--- config.mk ---
export PLATFORM = sky130hd
export DESIGN_NAME = m_mc_ctrl
export DESIGN_NICKNAME = d
export VERILOG_FILES = /design/src/rtl/m_mc_ctrl_pkg.sv /design/src/rtl/m_mc_ctrl_decode.sv /design/src/rtl/m_mc_ctrl.sv
export SDC_FILE = /design/constraint.sdc
export NUM_CORES = 1
export LEC_CHECK = 0
export ABC_AREA = 1
export CAP_MARGIN = 30
export CORE_MARGIN = 1
export CORE_UTILIZATION = 46
export CTS_BUF_LIST = sky130_fd_sc_hd__clkbuf_4 sky130_fd_sc_hd__clkbuf_8 sky130_fd_sc_hd__clkbuf_16
export DETAILED_ROUTE_END_ITERATION = 10
export GPL_ROUTABILITY_DRIVEN = 0
export PLACE_DENSITY = 0.87
export RECOVER_POWER = 50
export REMOVE_ABC_BUFFERS = 1
export SLEW_MARGIN = 10
export SYNTH_ARGS = -nofsm -noshare
export SYNTH_HDL_FRONTEND = slang
export SYNTH_SLANG_ARGS = --single-unit
--- constraint.sdc ---
create_clock -name clk -period 2.6 [get_ports clk]
set_input_delay 0.52 -clock clk [delete_from_list [all_inputs] [get_ports clk]]
set_output_delay 0.52 -clock clk [all_outputs]
set_load 0.05 [all_outputs]
--- src/rtl/m_mc_ctrl_pkg.sv ---
// Shared definitions for the RV32I multi-cycle controller: opcodes, FSM states,
// mux select codes, instruction classes and the one-hot immediate format bundle.
package m_mc_ctrl_pkg;

  localparam logic [6:0] OP     = 7'b0110011;
  localparam logic [6:0] OP_IMM = 7'b0010011;
  localparam logic [6:0] LOAD   = 7'b0000011;
  localparam logic [6:0] STORE  = 7'b0100011;
  localparam logic [6:0] BRANCH = 7'b1100011;
  localparam logic [6:0] JAL    = 7'b1101111;
  localparam logic [6:0] JALR   = 7'b1100111;
  localparam logic [6:0] LUI    = 7'b0110111;
  localparam logic [6:0] AUIPC  = 7'b0010111;

  localparam logic [2:0] S_FETCH  = 3'd0;
  localparam logic [2:0] S_DECODE = 3'd1;
  localparam logic [2:0] S_EXEC   = 3'd2;
  localparam logic [2:0] S_MEM    = 3'd3;
  localparam logic [2:0] S_WB     = 3'd4;
  localparam logic [2:0] S_HALT   = 3'd5;
  localparam logic [2:0] S_TRAP   = 3'd6;

  localparam logic [1:0] PC_PLUS4 = 2'd0;
  localparam logic [1:0] PC_IMM   = 2'd1;
  localparam logic [1:0] PC_JALR  = 2'd2;

  localparam logic [1:0] WB_ALU  = 2'd0;
  localparam logic [1:0] WB_LOAD = 2'd1;
  localparam logic [1:0] WB_PC4  = 2'd2;

  localparam logic [3:0] ALU_ADD = 4'b0000;

  typedef enum logic [3:0] {
    C_NONE,
    C_OP,
    C_OPIMM,
    C_LOAD,
    C_STORE,
    C_BRANCH,
    C_JAL,
    C_JALR,
    C_LUI,
    C_AUIPC
  } cls_e;

  typedef struct packed {
    logic i;
    logic s;
    logic b;
    logic u;
    logic j;
  } fmt_t;

endpackage

--- src/rtl/m_mc_ctrl_decode.sv ---
// m_mc_decode: combinational RV32I opcode classifier for the multi-cycle controller.
// Maps ir to an instruction class, one-hot immediate format and ALU op.
module m_mc_decode
  import m_mc_ctrl_pkg::*;
(
  input  logic [31:0] ir,
  output cls_e        cls,
  output fmt_t        fmt,
  output logic [3:0]  alu_op,
  output logic        legal
);

  logic [6:0] opc;
  logic [2:0] f3;
  logic       f7b5;
  logic       unused_ir;

  assign opc       = ir[6:0];
  assign f3        = ir[14:12];
  assign f7b5      = ir[30];
  assign unused_ir = ^{ir[31], ir[29:15], ir[11:7]};

  always_comb begin
    cls    = C_NONE;
    fmt    = '0;
    alu_op = ALU_ADD;
    legal  = 1'b1;
    case (opc)
      OP: begin
        cls    = C_OP;
        alu_op = {f7b5, f3};
      end
      OP_IMM: begin
        cls    = C_OPIMM;
        fmt.i  = 1'b1;
        // only SRAI carries funct7[5]; other immediates use that bit as data
        alu_op = {f7b5 & (f3 == 3'b101), f3};
      end
      LOAD: begin
        cls   = C_LOAD;
        fmt.i = 1'b1;
      end
      STORE: begin
        cls   = C_STORE;
        fmt.s = 1'b1;
      end
      BRANCH: begin
        cls    = C_BRANCH;
        fmt.b  = 1'b1;
        alu_op = {1'b0, f3};
      end
      JAL: begin
        cls   = C_JAL;
        fmt.j = 1'b1;
      end
      JALR: begin
        cls   = C_JALR;
        fmt.i = 1'b1;
      end
      LUI: begin
        cls   = C_LUI;
        fmt.u = 1'b1;
      end
      AUIPC: begin
        cls   = C_AUIPC;
        fmt.u = 1'b1;
      end
      default: legal = 1'b0;
    endcase
  end

endmodule

--- src/rtl/m_mc_ctrl.sv ---
// m_mc_ctrl: multi-cycle RV32I control FSM (fetch/decode/exec/mem/wb) with bus timeout.
// Define MC_CTRL_ILLEGAL_TRAP_EN to trap on unknown opcodes instead of retiring them as NOP.
module m_mc_ctrl
  import m_mc_ctrl_pkg::*;
#(
  parameter int MEM_TIMEOUT = 255,
  parameter int WAIT_W      = 8
) (
  input  logic        clk,
  input  logic        rst,
  input  logic [31:0] ir,
  input  logic        br_taken,
  output logic        imem_req,
  input  logic        imem_ack,
  output logic        dmem_req,
  output logic        dmem_we,
  input  logic        dmem_ack,
  output logic        ir_we,
  output logic        pc_we,
  output logic [1:0]  pc_sel,
  output logic        imm_i,
  output logic        imm_s,
  output logic        imm_b,
  output logic        imm_u,
  output logic        imm_j,
  output logic        alu_a_sel,
  output logic        alu_b_sel,
  output logic [3:0]  alu_op,
  output logic        rf_we,
  output logic [1:0]  wb_sel,
  output logic        bus_err,
  output logic        trap
);

  localparam logic [WAIT_W-1:0] TMO    = WAIT_W'(MEM_TIMEOUT);
  localparam bit                TMO_EN = (MEM_TIMEOUT != 0);

  logic [2:0]        state_q, state_d;
  logic              run_q, run_d;
  cls_e              cls_q, cls_d;
  fmt_t              fmt_q, fmt_d;
  logic [3:0]        aluop_q, aluop_d;
  logic [WAIT_W-1:0] wait_q, wait_d;
  logic [WAIT_W-1:0] wait_inc;
  logic              bus_err_q, bus_err_d;
  logic              tmo;

  cls_e       dec_cls;
  fmt_t       dec_fmt;
  logic [3:0] dec_aluop;
  logic       dec_legal;

`ifdef MC_CTRL_ILLEGAL_TRAP_EN
  logic trap_q, trap_d;
`endif

  m_mc_decode u_dec (
    .ir     (ir),
    .cls    (dec_cls),
    .fmt    (dec_fmt),
    .alu_op (dec_aluop),
    .legal  (dec_legal)
  );

  assign wait_inc = wait_q + 1'b1;
  assign tmo      = TMO_EN && (wait_inc == TMO);
  assign bus_err  = bus_err_q;

`ifdef MC_CTRL_ILLEGAL_TRAP_EN
  assign trap = trap_q;
`else
  assign trap = 1'b0;
`endif

  always_comb begin
    imem_req  = 1'b0;
    dmem_req  = 1'b0;
    dmem_we   = 1'b0;
    ir_we     = 1'b0;
    pc_we     = 1'b0;
    pc_sel    = PC_PLUS4;
    rf_we     = 1'b0;
    wb_sel    = WB_ALU;
    alu_a_sel = 1'b0;
    alu_b_sel = 1'b0;
    alu_op    = ALU_ADD;
    {imm_i, imm_s, imm_b, imm_u, imm_j} = '0;

    state_d   = state_q;
    run_d     = 1'b1;
    cls_d     = cls_q;
    fmt_d     = fmt_q;
    aluop_d   = aluop_q;
    wait_d    = wait_q;
    bus_err_d = bus_err_q;
`ifdef MC_CTRL_ILLEGAL_TRAP_EN
    trap_d    = trap_q;
`endif

    case (state_q)
      S_FETCH: begin
        // run_q keeps the request low for the cycle right after reset
        if (run_q) begin
          imem_req = 1'b1;
          if (imem_ack) begin
            ir_we   = 1'b1;
            pc_we   = 1'b1;
            state_d = S_DECODE;
          end else if (tmo) begin
            bus_err_d = 1'b1;
            state_d   = S_HALT;
          end else begin
            wait_d = wait_inc;
          end
        end
      end
      S_DECODE: begin
        cls_d   = dec_cls;
        fmt_d   = dec_fmt;
        aluop_d = dec_aluop;
        if (dec_legal) begin
          state_d = S_EXEC;
        end else begin
`ifdef MC_CTRL_ILLEGAL_TRAP_EN
          trap_d  = 1'b1;
          state_d = S_TRAP;
`else
          state_d = S_FETCH;
`endif
        end
      end
      S_EXEC: begin
        if (cls_q == C_LOAD || cls_q == C_STORE) begin
          wait_d  = '0;
          state_d = S_MEM;
        end else if (cls_q == C_BRANCH) begin
          if (br_taken) begin
            pc_we  = 1'b1;
            pc_sel = PC_IMM;
          end
          state_d = S_FETCH;
        end else begin
          state_d = S_WB;
        end
      end
      S_MEM: begin
        dmem_req = 1'b1;
        dmem_we  = (cls_q == C_STORE);
        if (dmem_ack) begin
          state_d = (cls_q == C_STORE) ? S_FETCH : S_WB;
        end else if (tmo) begin
          bus_err_d = 1'b1;
          state_d   = S_HALT;
        end else begin
          wait_d = wait_inc;
        end
      end
      S_WB: begin
        rf_we   = 1'b1;
        state_d = S_FETCH;
        if (cls_q == C_LOAD) begin
          wb_sel = WB_LOAD;
        end else if (cls_q == C_JAL || cls_q == C_JALR) begin
          wb_sel = WB_PC4;
          pc_we  = 1'b1;
          pc_sel = (cls_q == C_JAL) ? PC_IMM : PC_JALR;
        end
      end
      S_HALT, S_TRAP: begin
        state_d = state_q;
      end
      default: begin
        state_d = S_HALT;
      end
    endcase

    if (state_q == S_EXEC || state_q == S_MEM || state_q == S_WB) begin
      {imm_i, imm_s, imm_b, imm_u, imm_j} = fmt_q;
      alu_a_sel = (cls_q == C_AUIPC) || (cls_q == C_JAL);
      alu_b_sel = (cls_q != C_OP) && (cls_q != C_BRANCH);
      alu_op    = aluop_q;
    end

    if (state_d == S_FETCH && state_q != S_FETCH) begin
      wait_d = '0;
    end
  end

  always_ff @(posedge clk or posedge rst) begin
    if (rst) begin
      state_q   <= S_FETCH;
      run_q     <= 1'b0;
      cls_q     <= C_NONE;
      fmt_q     <= '0;
      aluop_q   <= ALU_ADD;
      wait_q    <= '0;
      bus_err_q <= 1'b0;
    end else begin
      state_q   <= state_d;
      run_q     <= run_d;
      cls_q     <= cls_d;
      fmt_q     <= fmt_d;
      aluop_q   <= aluop_d;
      wait_q    <= wait_d;
      bus_err_q <= bus_err_d;
    end
  end

`ifdef MC_CTRL_ILLEGAL_TRAP_EN
  always_ff @(posedge clk or posedge rst) begin
    if (rst) begin
      trap_q <= 1'b0;
    end else begin
      trap_q <= trap_d;
    end
  end
`endif

endmodule

# After elaboration in Yosys (flattened, before gate mapping)
# Index checks and enable logic that the tools add are counted.
dict set report classes {
  add_sub_neg 1
  n_eq_ne 32
  mux 61
  bitwise_logic 1
  n_reduce_logical 18
}
# op count
set op_table {}
lappend op_table {{$mux 8} 6}
lappend op_table {{$pmux 4 s9} 1}
lappend op_table {{$mux 1} 33}
lappend op_table {{$pmux 8 s3} 1}
lappend op_table {{$eq 7x6->1 const B} 3}
lappend op_table {{$eq 7x7->1 const B} 3}
lappend op_table {{$mux 3} 7}
lappend op_table {{$pmux 3 s6} 1}
lappend op_table {{$eq 4x3->1 const B} 4}
lappend op_table {{$eq 7x5->1 const B} 2}
lappend op_table {{$mux 2} 7}
lappend op_table {{$eq 3x3->1 const B} 4}
lappend op_table {{$pmux 4 s3} 1}
lappend op_table {{$reduce_or 9->1} 1}
lappend op_table {{$add 8x1->8 const B} 1}
lappend op_table {{$eq 8x8->1 const B} 1}
lappend op_table {{$eq 7x2->1 const B} 1}
lappend op_table {{$eq 3x2->1 const B} 2}
lappend op_table {{$logic_not 3->1} 2}
lappend op_table {{$ne 2x2->1 const B} 3}
lappend op_table {{$ne 3x2->1 const B} 2}
lappend op_table {{$ne 3x3->1 const B} 2}
lappend op_table {{$logic_or 1x1->1} 5}
lappend op_table {{$reduce_and 5->1} 1}
lappend op_table {{17 further kinds} 19}
dict set report totals {
  register_bits 26
  in_bits 37
  output_inout_bits 23
  elab_cells 124
}

# Longest topological paths before layout
# Gate-level depths: netlist of the first run.
dict set report logic_depth {
  depth_word 10
  depth_mapped 16
}

# Modules after synthesis
# Synthesis of the first run repeated with hierarchy kept, for this count alone.
dict set report unflattened {
  cells_unflattened 317
  area_unflattened_um2 2019.4
}
# module n_inst cells_each area_per_inst_um2 seq_area_each_um2
set modules_own_cells {}
lappend modules_own_cells {m_mc_ctrl 1 251 1735.4 650.6}
lappend modules_own_cells {m_mc_decode 1 66 284.0 0.0}

# Worst setup path after synthesis of the first run
# Ideal clock, no wire load.
dict set report synth_timing {
  path_type {flip-flop to output port}
  start {reg state_q[0]}
  end {out pc_we}
  t_arrival_ps 3539
  t_required_ps 2080
  path_slack_ps -1459
  stages_incl_launch_ff 8
  n_path_buf 0
  path_cell_list {dfrtp_1 > nor2_1 > inv_1 > nor2_1 > inv_1 > nor4_1 > nor2_1 > nand2_1}
}
dict set report synth_via {
  elab_chain_len 2
  elab_cells_between_ends 4
}
# item line_no
set synth_rtl {}
lappend synth_rtl {{from (decl)} m_mc_ctrl.sv:38} ;# logic [2:0] state_q, state_d;
lappend synth_rtl {{from (signal assigned)} m_mc_ctrl.sv:199} ;# state_q <= state_d;
lappend synth_rtl {{$eq 3x3->1, or another cell as far along} m_mc_ctrl.sv:100} ;# case (state_q)
lappend synth_rtl {{$pmux 1 s3 *} m_mc_ctrl.sv:100}
lappend synth_rtl {{to (decl)} m_mc_ctrl.sv:19} ;# output logic pc_we,
# Every way passes the cells marked *; elsewhere a longest branch is shown, timed or not.

# Final worst setup path of the first run
dict set report layout_timing {
  start {reg cls_q[1]}
  end {out dmem_we}
}
dict set report layout_via {
  elab_chain_len 2
}
# item line_no
set layout_rtl {}
lappend layout_rtl {{from (decl)} m_mc_ctrl.sv:40} ;# cls_e cls_q, cls_d;
lappend layout_rtl {{from (signal assigned)} m_mc_ctrl.sv:201} ;# cls_q <= cls_d;
lappend layout_rtl {{$eq 4x3->1} m_mc_ctrl.sv:148} ;# dmem_we = (cls_q == C_STORE);
lappend layout_rtl {{$mux 1} m_mc_ctrl.sv:100}
lappend layout_rtl {{to (decl)} m_mc_ctrl.sv:16} ;# output logic dmem_we,
# Every way passes these cells.

==> impl_metrics.json, run 1 <==
{
  "finish.utilization_pct": 63.6,
  "synthToLayoutAreaGrowth_pct": 28.8,
  "rows": 22,
  "p_per_area_mw_per_mm2": 474,
  "final_net_count": 361,
  "layout-drive-gt1-share_pct": 14.3,
  "arrival_ns": 1.95,
  "synthFlopType": "dfrtp_1",
  "core-area_mm2": 0.00374,
  "overflow": 0,
  "status": "completed",
  "post-cts-setup-buffers": 0,
  "yosysWarnings": 0,
  "start_util_pct": 49.4,
  "cts_tree": "done",
  "numClockSinks": 26,
  "path_cells": "inv_1 -> nand3_1 -> nor2_1 -> clkdlybuf4s50_1",
  "total_power_uw": 1130,
  "fin_crit_ns": 2.47,
  "netlist_area_mm2": 0.00185,
  "synth_edf_count": 0,
  "post-place-ws_ns": 0.0630,
  "async_flop_share_pct": 100,
  "syn_avg_cell_area_um2": 6.65,
  "worst_slack_ns": 0.133,
  "relSlewSlack_pct": 6.20,
  "die_w_um": 65.4,
  "viasPerCell": 5.15,
  "critPathSlowestCell": "clkdlybuf4s50_1",
  "crit_fanout": 7,
  "min_path_type": "flop to flop",
  "antenna_cells": 0,
  "synthCells": 278,
  "r2r_end": "wait_q[1]",
  "vias": 1899,
  "dpl.hpwl_mm": 3.44,
  "setup_viol": 0,
  "cp-end-kind": "primary output",
  "ys_ff_latch": 26,
  "h-tree-depth": 1,
  "final_hold_viol_count": 0,
  "first_iter_violations": 161,
  "regArea_um2": 651,
  "drt_pre_antenna_iters": 4,
  "hold_depth": 1,
  "cp_slowest_stage_delay_ns": 0.81,
  "p_leak_uw": 0.00124,
  "dieArea_mm2": 0.00428,
  "r2r_start": "wait_q[0]",
  "clk_pin_slew_ns": 0.09,
  "ir_worst_vdd_mv": 0.319,
  "die_y_um": 65.4,
  "worstSetupPathType": "flop to primary output",
  "r2r_cells": 15,
  "yosysSeqAreaShare_pct": 35.2,
  "critPathRequiredTime_ns": 2.08,
  "fmax_mhz": 405,
  "fillerInstances": 337,
  "fin_tns_setup_ns": 0,
  "critPathCapture": "dmem_we",
  "ant_nets": 0,
  "rsz0062_at_grt": "false",
  "fin_skew_ns": 0.00673,
  "slew_violations": 0,
  "port_buffers": 37,
  "synth_cell_types": 34,
  "grt_max_degree": 27,
  "cts_buffers": 3,
  "drt-wirelength-per-cell_um": 12.0,
  "cp-start-kind": "flop",
  "clock_latency_ns": 0.27,
  "ctsHoldBuffers": 0,
  "clockRootBuffer": "clkbuf_8",
  "tightest_slew_ns": 1.41,
  "cts.path.max_buffers": 2,
  "multi_input_area_um2": 996,
  "io_pins": 60,
  "drt-total-wl_mm": 4.42,
  "grt_pass1_wl_mm": 7.53,
  "critPathLaunch": "cls_q[1]",
  "grt_util_all_layers_pct": 22.4,
  "drc": 0,
  "finalCritPeriodShare_pct": 94.9,
  "cts_resized": 0,
  "r2r_slack_ns": 0.25,
  "antenna_found_initial": 0,
  "grt_pass1_vias": 1814,
  "cap_viol_max_count": 0
}
-- power by group --
| part | internal [uW] | switching [uW] | leakage, uW |
|---|---|---|---|
| Combinational | 142 | 233 | 0.000858 |
| Sequential | 445 | 49.9 | 0.000351 |
| Clock | 135 | 123 | 0.0000288 |
| Total | 722 | 406 | 0.00124 |
-- cell usage after synthesis, types with 2 or more instances --
cell      number  share of area (%)
nor2_1        43                8.7
a21oi_1        2               0.54
nor2_2         3                1.0
ha_1           2                1.4
o21bai_1       3                1.2
nand2_1       62                 13
nand3_1       28                7.6
o31ai_1        3                1.2
a31oi_1        2               0.68
inv_1         50                 10
nand2_2        2               0.68
conb_1         2               0.41
nor2_4         2                1.2
clkbuf_1       2               0.41
nand4_1        2               0.68
nand3_4        2                1.9
nor4_1         3                1.0
o21ai_0       18                4.9
dfrtp_1       26                 35
nand3_2        2                1.1
nor3_1         6                1.6
-- worst min path at each step --
stage	start	slack [ns]	endpoint
after floorplan	wait_q[7]	0.46	wait_q[7]
after global placement	bus_err	0.46	bus_err
after detailed placement	bus_err	0.46	bus_err
after CTS	bus_err	0.49	bus_err
after global routing	bus_err	0.51	bus_err
final	bus_err	0.48	bus_err
-- cell type report --
type | instances | area share (%)
flip-flops and latches | 26 | 27.3
multi-input cells | 197 | 41.8
clock buffers | 4 | 2.31
inverters | 51 | 8.04
well taps | 48 | 2.52
repair buffers | 43 | 18.0
-- registers in the layout, indices dropped and copies added (netlist names) --
register  flops
wait_q        8
cls_q         4
fmt_q         5
state_q       3
run_q         1
bus_err       1
aluop_q       4
-- cells by family after synthesis --
logic type / count (synthesis) / synth area share [%]
other: 2 / 0.406
flip-flops: 26 / 35.2
AND/OR/NAND/NOR: 159 / 39.9
AO/OA/AOI/OAI: 34 / 11.4
buffers and inverters: 55 / 11.8
adder cells (fa/ha/maj): 2 / 1.35
-- layout by cell type (no fill, tap or decap), types with 3 or more instances in the layout --
master | synthesis | layout
nand2_1 | 62 | 62
inv_1 | 50 | 50
nor2_1 | 43 | 41
nand3_1 | 28 | 28
dfrtp_1 | 26 | 26
o21ai_0 | 18 | 18
buf_4 | 1 | 17
clkdlybuf4s50_1 | 0 | 15
nor2_2 | 3 | 5
nor3_1 | 6 | 5
buf_12 | 0 | 5
clkbuf_8 | 0 | 4
o21bai_1 | 3 | 3
o31ai_1 | 3 | 3
dlygate4sd3_1 | 0 | 3
-- per-stage QoR --
step / cell area (um^2) / hold WS (ns) / std cells
5_1_grt: 2380 / 0.508 / 369
6_report: 2380 / 0.485 / 369
2_1_floorplan: 1820 / 0.464 / 274
3_5_place_dp: 2320 / 0.465 / 365
3_3_place_gp: 2320 / 0.458 / 365
4_1_cts: 2370 / 0.490 / 369
-- critical path: cells and delay by family, from the launching register on --
kind / cells / cell delay [ns]
buffers and inverters: 2 / 1.01
flip-flops: 1 / 0.40
AND/OR/NAND/NOR: 2 / 0.27
-- metal layers --
layer | track usage (%) | up-vias | wire length, um
met3 | 4.17 | 8 | 211
li1 | - | 970 | -
met5 | 0 | - | 0
met4 | 5.16 | 0 | 51
met2 | 40.5 | 49 | 2220
met1 | 27.2 | 872 | 1940
Power figures use the tool's default switching activity.
==> inputs of run 2 (changes only) <==
CORE_UTILIZATION = 45   (was 46)
PLACE_DENSITY = 0.85   (was 0.87)
SLEW_MARGIN = default   (was 10)
==> impl_metrics.json, run 2 (synthesis gave the netlist of run 1 again) <==
{
  "status": "completed",
  "r2r_end": "wait_q[0]",
  "largest_register_ffs": 8,
  "clk_pin_slew_ns": 0.09,
  "cts_tree": "done",
  "dieArea_mm2": 0.00437,
  "fillerInstances": 342,
  "fin_skew_ns": 0.00346,
  "path_cells": "inv_1 -> nor2_2 -> nand3_1 -> nor2_1 -> clkdlybuf4s50_1",
  "cap_viol_max_count": 0,
  "antenna_found_initial": 0,
  "fin_crit_ns": 2.47,
  "die_y_um": 66.1,
  "tightest_slew_ns": 1.39,
  "numClockSinks": 26,
  "dr_wl_met3_um": 174,
  "critPathRequiredTime_ns": 2.08,
  "cts.path.max_buffers": 2,
  "final_common_cell": "nand2_1",
  "drt-wirelength-per-cell_um": 11.1,
  "drt-met1-wl_mm": 1.95,
  "drt-total-wl_mm": 4.10,
  "relSlewSlack_pct": 7.23,
  "vias": 1860,
  "fin_tns_setup_ns": 0,
  "timing.hold.ws_ns": 0.479,
  "hold_path_end": "bus_err",
  "ir_worst_vdd_mv": 0.271,
  "wl_met2_mm": 1.94,
  "clockRootBuffer": "clkbuf_8",
  "r2r_start": "wait_q[0]",
  "p_per_area_mw_per_mm2": 502,
  "drc": 0,
  "h-tree-depth": 1,
  "worstHoldStart": "bus_err",
  "io_pins": 60,
  "highest_layer": "met4",
  "hold_depth": 1,
  "rsz0062_at_grt": "false",
  "critPathSlowestCell": "clkdlybuf4s50_1",
  "fmax_mhz": 404,
  "grt_pass1_vias": 1625,
  "arrival_ns": 1.95,
  "min_path_type": "flop to flop",
  "start_util_pct": 48.6,
  "cp_slowest_stage_delay_ns": 0.81,
  "top_regs": "wait_q: 8 flops, fmt_q: 5 flops",
  "die_w_um": 66.1,
  "crit_fanout": 4,
  "final_hold_viol_count": 0,
  "dpl.hpwl_mm": 3.16,
  "cp-start-kind": "flop",
  "cp-end-kind": "primary output",
  "viasPerCell": 5.04,
  "finalCritPeriodShare_pct": 95.1,
  "worstSetupPathType": "flop to primary output",
  "layout-drive-gt1-share_pct": 14.3,
  "stdcell_area_mm2": 0.00240,
  "clock_latency_ns": 0.28,
  "mostFrequentLayoutCells": "nand2_1, inv_1, nor2_1, nand3_1, dfrtp_1",
  "port_buffers": 37,
  "grt_max_degree": 27,
  "final_cells": 369,
  "setup_viol": 0,
  "r2r_slack_ns": 0.26,
  "antenna_cells": 0,
  "r2r_cells": 15,
  "post-cts-setup-buffers": 0,
  "cts_buffers": 3,
  "place_area_mm2": 0.00232,
  "synthToLayoutAreaGrowth_pct": 29.8,
  "final_net_count": 361,
  "grt_pass1_wl_mm": 7.02,
  "regMostFlops": "wait_q",
  "rows": 22,
  "ant_nets": 0,
  "p_leak_uw": 0.00125,
  "slew_violations": 0,
  "first_iter_violations": 118,
  "post-place-cells": 365,
  "overflow": 0,
  "grt_util_all_layers_pct": 20.7,
  "ctsHoldBuffers": 0,
  "drt_pre_antenna_iters": 4,
  "core-area_mm2": 0.00380
}
## run 2: critical path: cells and delay by family (launching register included)
family,cells,cell delay [ns]
buffers and inverters,2,0.92
and+or+nand+nor,3,0.39
DFF,1,0.37
## run 2: layout make-up
cell class | count | area, um^2 | area share, %
clock buffers | 3 | 41.3 | 1.72
inverters | 51 | 191 | 7.98
well taps | 48 | 60.1 | 2.50
clock inverters | 1 | 30.0 | 1.25
repair buffers | 43 | 432 | 18.0
multi-input cells | 197 | 993 | 41.4
flip-flops and latches | 26 | 651 | 27.1
## run 2: worst max path at each step
stage          startpoint        end  slack [ns]  depth (start not counted)
6_report         cls_q[2]    dmem_we        0.13                          5
5_1_grt         wait_q[0]  wait_q[2]       0.001                         15
3_3_place_gp        ir[6]  wait_q[0]        0.11                         14
2_1_floorplan  state_q[0]      pc_we       -1.46                          7
4_1_cts        state_q[0]      rf_we        0.01                          4
3_5_place_dp        ir[6]  wait_q[0]        0.08                         14
## run 2: layer usage
| metal | up-vias | track usage (%) |
|---|---|---|
| met1 | 839 | 27.3 |
| met5 | - | 0 |
| met4 | 0 | 4.52 |
| met2 | 54 | 34.9 |
| li1 | 962 | - |
| met3 | 5 | 3.79 |
## run 2: metrics by stage
step | setup WS (ns) | power [uW] | utilization (%)
floorplan | -1.46 | 759 | -
global placement | 0.114 | 859 | 61.1
detailed placement | 0.0793 | 867 | 61.1
CTS | 0.0137 | 1210 | 62.9
global route | 0.00116 | 1290 | 63.1
finish | 0.128 | 1200 | 63.1
## run 2: power by group
group,internal (uW),switching (uW),total [uW]
Sequential,445,49.2,494
Combinational,141,226,368
Clock,206,136,343
Total,792,412,1200
## run 2: repair_timing
action / in CTS / in global routing
gates resized for setup: 0 / 3
endpoints found under the hold margin: 0 / 0
setup endpoints to repair: 0 / 3
